**src/rtl/cordic_pkg.sv**
```systemverilog
// Shared constants and types for the rotation-mode CORDIC sequencer.
package cordic_pkg;

  localparam int ANG_W  = 18;
  localparam int FRAC_W = 16;
  localparam int IDX_W  = 5;

  localparam logic [ANG_W-1:0]        K_Q216       = 18'h09B76;
  localparam logic signed [ANG_W-1:0] HALF_PI_Q216 = 18'sh19220;

  typedef enum logic [1:0] {
    StIdle,
    StRotate,
    StDone
  } state_e;

endpackage

```
**src/rtl/cordic_rotate_seq_lut.sv**
```systemverilog
// Arctangent table: atan(2^-idx) in Q2.16, negated when neg is set.
module cordic_rotate_seq_lut
  import cordic_pkg::*;
(
  input  logic [IDX_W-1:0] idx,
  input  logic             neg,
  output logic [ANG_W-1:0] step
);

  logic [ANG_W-1:0] mag;

  always_comb begin
    mag = '0;
    case (idx)
      5'd0:    mag = 18'd51472;
      5'd1:    mag = 18'd30386;
      5'd2:    mag = 18'd16055;
      5'd3:    mag = 18'd8150;
      5'd4:    mag = 18'd4091;
      5'd5:    mag = 18'd2047;
      5'd6:    mag = 18'd1024;
      5'd7:    mag = 18'd512;
      5'd8:    mag = 18'd256;
      5'd9:    mag = 18'd128;
      5'd10:   mag = 18'd64;
      5'd11:   mag = 18'd32;
      5'd12:   mag = 18'd16;
      5'd13:   mag = 18'd8;
      5'd14:   mag = 18'd4;
      5'd15:   mag = 18'd2;
      5'd16:   mag = 18'd1;
      default: mag = '0;
    endcase
  end

  assign step = neg ? (~mag + 18'd1) : mag;

endmodule

```
**src/rtl/cordic_rotate_seq.sv**
```systemverilog
// Iterative rotation-mode CORDIC: one micro-rotation per clock, start/done handshake,
// cos/sin results held until the next accepted start.
module cordic_rotate_seq
  import cordic_pkg::*;
#(
  parameter int unsigned      ITERS  = 16,
  parameter logic [ANG_W-1:0] X_INIT = K_Q216
) (
  input  logic        clk,
  input  logic        rst_n,
  input  logic        start,
  input  logic [17:0] angle_in,
  output logic        busy,
  output logic        done,
  output logic [17:0] cos_out,
  output logic [17:0] sin_out,
  output logic        range_err
);

  state_e                  state_q;
  logic [IDX_W-1:0]        i_q;
  logic signed [ANG_W-1:0] x_q, y_q, z_q;
  logic signed [ANG_W-1:0] x_d, y_d, z_d;
  logic signed [ANG_W-1:0] x_sh, y_sh;
  logic [ANG_W-1:0]        step;
  logic                    angle_err;
  logic                    last_iter;

  cordic_rotate_seq_lut u_lut (
    .idx  (i_q),
    .neg  (z_q[ANG_W-1]),
    .step (step)
  );

  assign x_sh      = x_q >>> i_q;
  assign y_sh      = y_q >>> i_q;
  assign last_iter = (i_q == IDX_W'(ITERS - 1));
  assign angle_err = ($signed(angle_in) > HALF_PI_Q216) ||
                     ($signed(angle_in) < -HALF_PI_Q216);

  // The LUT already applies the direction sign to the angle step.
  always_comb begin
    x_d = x_q;
    y_d = y_q;
    if (!z_q[ANG_W-1]) begin
      x_d = x_q - y_sh;
      y_d = y_q + x_sh;
    end else begin
      x_d = x_q + y_sh;
      y_d = y_q - x_sh;
    end
    z_d = z_q - $signed(step);
  end

  always_ff @(posedge clk or negedge rst_n) begin
    if (!rst_n) begin
      state_q   <= StIdle;
      i_q       <= '0;
      x_q       <= '0;
      y_q       <= '0;
      z_q       <= '0;
      busy      <= 1'b0;
      done      <= 1'b0;
      cos_out   <= '0;
      sin_out   <= '0;
      range_err <= 1'b0;
    end else begin
      done <= 1'b0;
      unique case (state_q)
        StIdle, StDone: begin
          if (start) begin
            state_q   <= StRotate;
            busy      <= 1'b1;
            i_q       <= '0;
            x_q       <= X_INIT;
            y_q       <= '0;
            z_q       <= $signed(angle_in);
            range_err <= angle_err;
          end else begin
            state_q <= StIdle;
          end
        end
        StRotate: begin
          x_q <= x_d;
          y_q <= y_d;
          z_q <= z_d;
          i_q <= i_q + 5'd1;
          if (last_iter) begin
            state_q <= StDone;
            busy    <= 1'b0;
            done    <= 1'b1;
            cos_out <= x_d;
            sin_out <= y_d;
          end
        end
        default: state_q <= StIdle;
      endcase
    end
  end

endmodule

```
**config.mk**
```make
export PLATFORM = sky130hd
export DESIGN_NAME = cordic_rotate_seq
export DESIGN_NICKNAME = d
export VERILOG_FILES = /design/src/rtl/cordic_pkg.sv /design/src/rtl/cordic_rotate_seq_lut.sv /design/src/rtl/cordic_rotate_seq.sv
export SDC_FILE = /design/constraint.sdc
export NUM_CORES = 1
export LEC_CHECK = 0
export BUFFER_PORTS_ARGS = -buffer_cell sky130_fd_sc_hd__buf_2
export CORE_ASPECT_RATIO = 2
export CORE_MARGIN = 1
export CORE_UTILIZATION = 30
export CTS_BUF_LIST = sky130_fd_sc_hd__clkbuf_8
export CTS_CLUSTER_SIZE = 10
export DETAILED_ROUTE_END_ITERATION = 10
export SETUP_SLACK_MARGIN = 0.02
export SLEW_MARGIN = 10
export SYNTH_ARGS = -nofsm -noshare
export SYNTH_HDL_FRONTEND = slang
export SYNTH_HIERARCHICAL = 1
export SYNTH_SLANG_ARGS = --single-unit
```
**constraint.sdc**
```tcl
create_clock -name clk -period 13.7 [get_ports clk]
set_input_delay 0 -clock clk [delete_from_list [all_inputs] [get_ports clk]]
set_output_delay 0 -clock clk [all_outputs]
set_load 0.02 [all_outputs]
```
==> flow_metrics.env <==
export IMPL_status="finished clean"
export IMPL_end_kind="flop"
export IMPL_overflow=0
export IMPL_dieArea_um2=32840
export IMPL_timing_hold_ws_ps=32.51
export IMPL_wl_per_cell_um=18.78
export IMPL_grt_usage_pct=19.02
export IMPL_clock_skew_ps=18.87
export IMPL_drt_wl_total_um=30130
export IMPL_finalSetupViolCount=0
export IMPL_hp_class="input pin to flop"
export IMPL_final_common_cell="nand2_1"
export IMPL_ioPinCount=60
export IMPL_fp_dieW_um=128.6
export IMPL_h_tree_depth=3
export IMPL_syn_num_nets=1221
export IMPL_ff2ff_setup_slack_ps=7690
export IMPL_first_global_vias=9096
export IMPL_cts_setup_buffers=0
export IMPL_maxCapViolations=0
export IMPL_initial_core_util_pct=30.51
export IMPL_first_pass_iters=5
export IMPL_crit_type="flop to flop"
export IMPL_worst_slack_ps=7686
export IMPL_hold_depth=3
export IMPL_grt_start_max_net_pins=61
export IMPL_ys_ff_latch=100
export IMPL_fmax_mhz=166.3
export IMPL_critPathMaxFanout=37
export IMPL_rsz0062_at_grt="no"
export IMPL_core_area_um2=31540
export IMPL_pre_cts_ws_ps=7711
export IMPL_required_ps=13990
export IMPL_num_vias=8831
export IMPL_nets=1262
export IMPL_hold_violations=0
export IMPL_critPathLaunch="i_q[0]"
export IMPL_gp_congestion=0.9282
export IMPL_dp_final_hpwl_um=22950
export IMPL_clock_tree_root_cell="clkbuf_8"
export IMPL_tns_ps=0
export IMPL_portBuffers=59
export IMPL_final_cell_mix="nand2_1, o21ai_0, dfrtp_1, nor2_1, a21oi_1"
export IMPL_area_delta_synth_final_pct=11.18
export IMPL_yosysUniqueCellTypes=82
export IMPL_yosysSeqAreaShare_pct=26.00
export IMPL_crit_end="y_q[17]"
export IMPL_grt_pass1_wl_um=48070
export IMPL_r2r_worst_path_cells=19
export IMPL_numCtsBuffers=9
export IMPL_drive_gt1_share_pct=14.49
export IMPL_r2r_end="y_q[17]"
export IMPL_drtIter0Drc=460
export IMPL_syn_cell_area_um2=9623
export IMPL_slew_violations=0
export IMPL_fill_cells=3349
export IMPL_critPathArrivalTime_ps=6310
export IMPL_min_period_over_period_pct=43.90
export IMPL_startpoint_type="flop"
export IMPL_grt_antenna_before_repair=1
export IMPL_clk_pin_slew_worst_paths_ps=100
export IMPL_vias_per_cell=5.506
export IMPL_ys_warn_count=6
export IMPL_tightest_slew_ps=923.7
export IMPL_postSynthAreaPerCell_um2=8.486
export IMPL_clock_sinks=100
export IMPL_synth_edf_count=0
export IMPL_clk_latency_ps=420
export IMPL_final_util_pct=33.92
export IMPL_synthFlopType="dfrtp_1"
export IMPL_timing_rr_start="i_q[0]"
export IMPL_cts_tree="yes"
export IMPL_synthArstFlopShare_pct=100.0
export IMPL_slew_headroom_pct=38.42
export IMPL_min_period_ps=6014
export IMPL_clockBufferDepth=2
export IMPL_postRouteAntennaNets=0
export IMPL_placementRows=92
export IMPL_fp_dieH_um=255.3
export IMPL_netlist_instances=1134
export IMPL_drc=0
==> layer usage <==
metal / GRT usage, % / routed length, um / up-vias / part of all wire (%)
li1: - / - / 4217 / -
met5: 0 / 0 / - / 0
met1: 18.60 / 10630 / 4236 / 35
met4: 13.51 / 2023 / 0 / 6.7
met3: 2.968 / 1212 / 120 / 4.0
met2: 35.81 / 16260 / 258 / 54
==> critical path, cell delays in order (launching register included) <==
cell	delay (ps)
dfrtp_2	560
buf_4	520
mux4_2	600
mux2_4	300
a221oi_4	360
or4b_4	530
nor4_4	350
and2_1	250
a21o_1	130
a21oi_1	60
a21o_1	180
ha_1	360
nand3_1	140
o211a_1	240
a21oi_1	180
a41oi_1	180
a21oi_1	280
xor3_1	390
a21oi_1	160
o22ai_1	100
==> logic make-up (layout without fill, tap and decap cells) <==
| kind of cell | Yosys count | count (layout) | share of synthesized area, % |
|---|---|---|---|
| AO/OA/AOI/OAI | 340 | 340 | 22.66 |
| XOR/XNOR | 80 | 80 | 7.437 |
| adder cells (fa/ha/maj) | 66 | 66 | 8.816 |
| buffers and inverters | 115 | 161 | 5.084 |
| flip-flops | 100 | 100 | 26.00 |
| multiplexers | 63 | 63 | 11.27 |
| other | 0 | 1 | 0 |
| AND/OR/NAND/NOR | 370 | 370 | 18.72 |
==> stage by stage <==
stage                     instances  cell area (um2)
final                          1604            10700
after global routing           1604            10700
after CTS                      1603            10700
after detailed placement       1568            10290
after global placement         1568            10290
after floorplan                1134             9623
==> worst min path at each step <==
stage,start,endpoint,slack (ps)
after global routing,start,x_q[1],60
after floorplan,rst_n,busy,-300
final,start,busy,30
after CTS,start,busy,0.6
after global placement,rst_n,cos_out[13],20
after detailed placement,rst_n,cos_out[13],20
==> Yosys cell counts (all sizes together), types with 4 or more instances <==
cell,count,area share [%]
nand2,134,5.2
o21ai,120,6.2
dfrtp,100,26
a21oi,78,4.1
nor2,78,3.0
ha,63,8.2
inv,51,2.0
clkbuf,44,1.7
xor2,42,3.8
xnor2,37,3.4
mux4,33,7.9
nand2b,28,1.8
nand3,26,1.4
buf,20,1.4
nor3,20,1.0
and2,17,1.1
mux2,15,1.8
mux2i,15,1.6
a31oi,14,0.91
a21o,13,1.0
a22oi,13,1.0
o211ai,11,0.86
o31ai,10,0.83
and3,9,0.59
nand4,9,0.59
nor2b,9,0.59
or2,9,0.59
a221oi,8,0.91
a211oi,7,0.55
a41oi,7,0.72
o21a,7,0.55
or3,7,0.46
a22o,6,0.55
o22ai,6,0.39
or4,6,0.47
a211o,5,0.46
nor4,5,0.55
o211a,5,0.52
o21bai,4,0.31
==> state kept, by name (all words and copies together), names as in the netlist <==
name       count
cos_out       18
sin_out       18
x_q           18
y_q           18
z_q           18
i_q            5
state_q        2
busy           1
done           1
range_err      1
==> cell type report <==
type                    count  area (um2)  share of cell area (%)
diodes                      1       2.502                 0.02339
clock buffers               9       123.9                   1.158
clock inverters             7       91.34                  0.8537
inverters                  51       191.4                   1.789
multi-input cells         919        6646                   62.12
flip-flops and latches    100        2506                   23.42
well taps                 423       529.3                   4.947
repair buffers             94       608.1                   5.684
==> timing repair <==
item / CTS / global route
resized for setup: 0 / 0
endpoints found under the hold margin: 59 / 0
hold buffers: 19 / 0
Power is left out: the tool's default activity adds up to more than one toggle a clock period on the data nets, which glitch-free logic cannot reach.
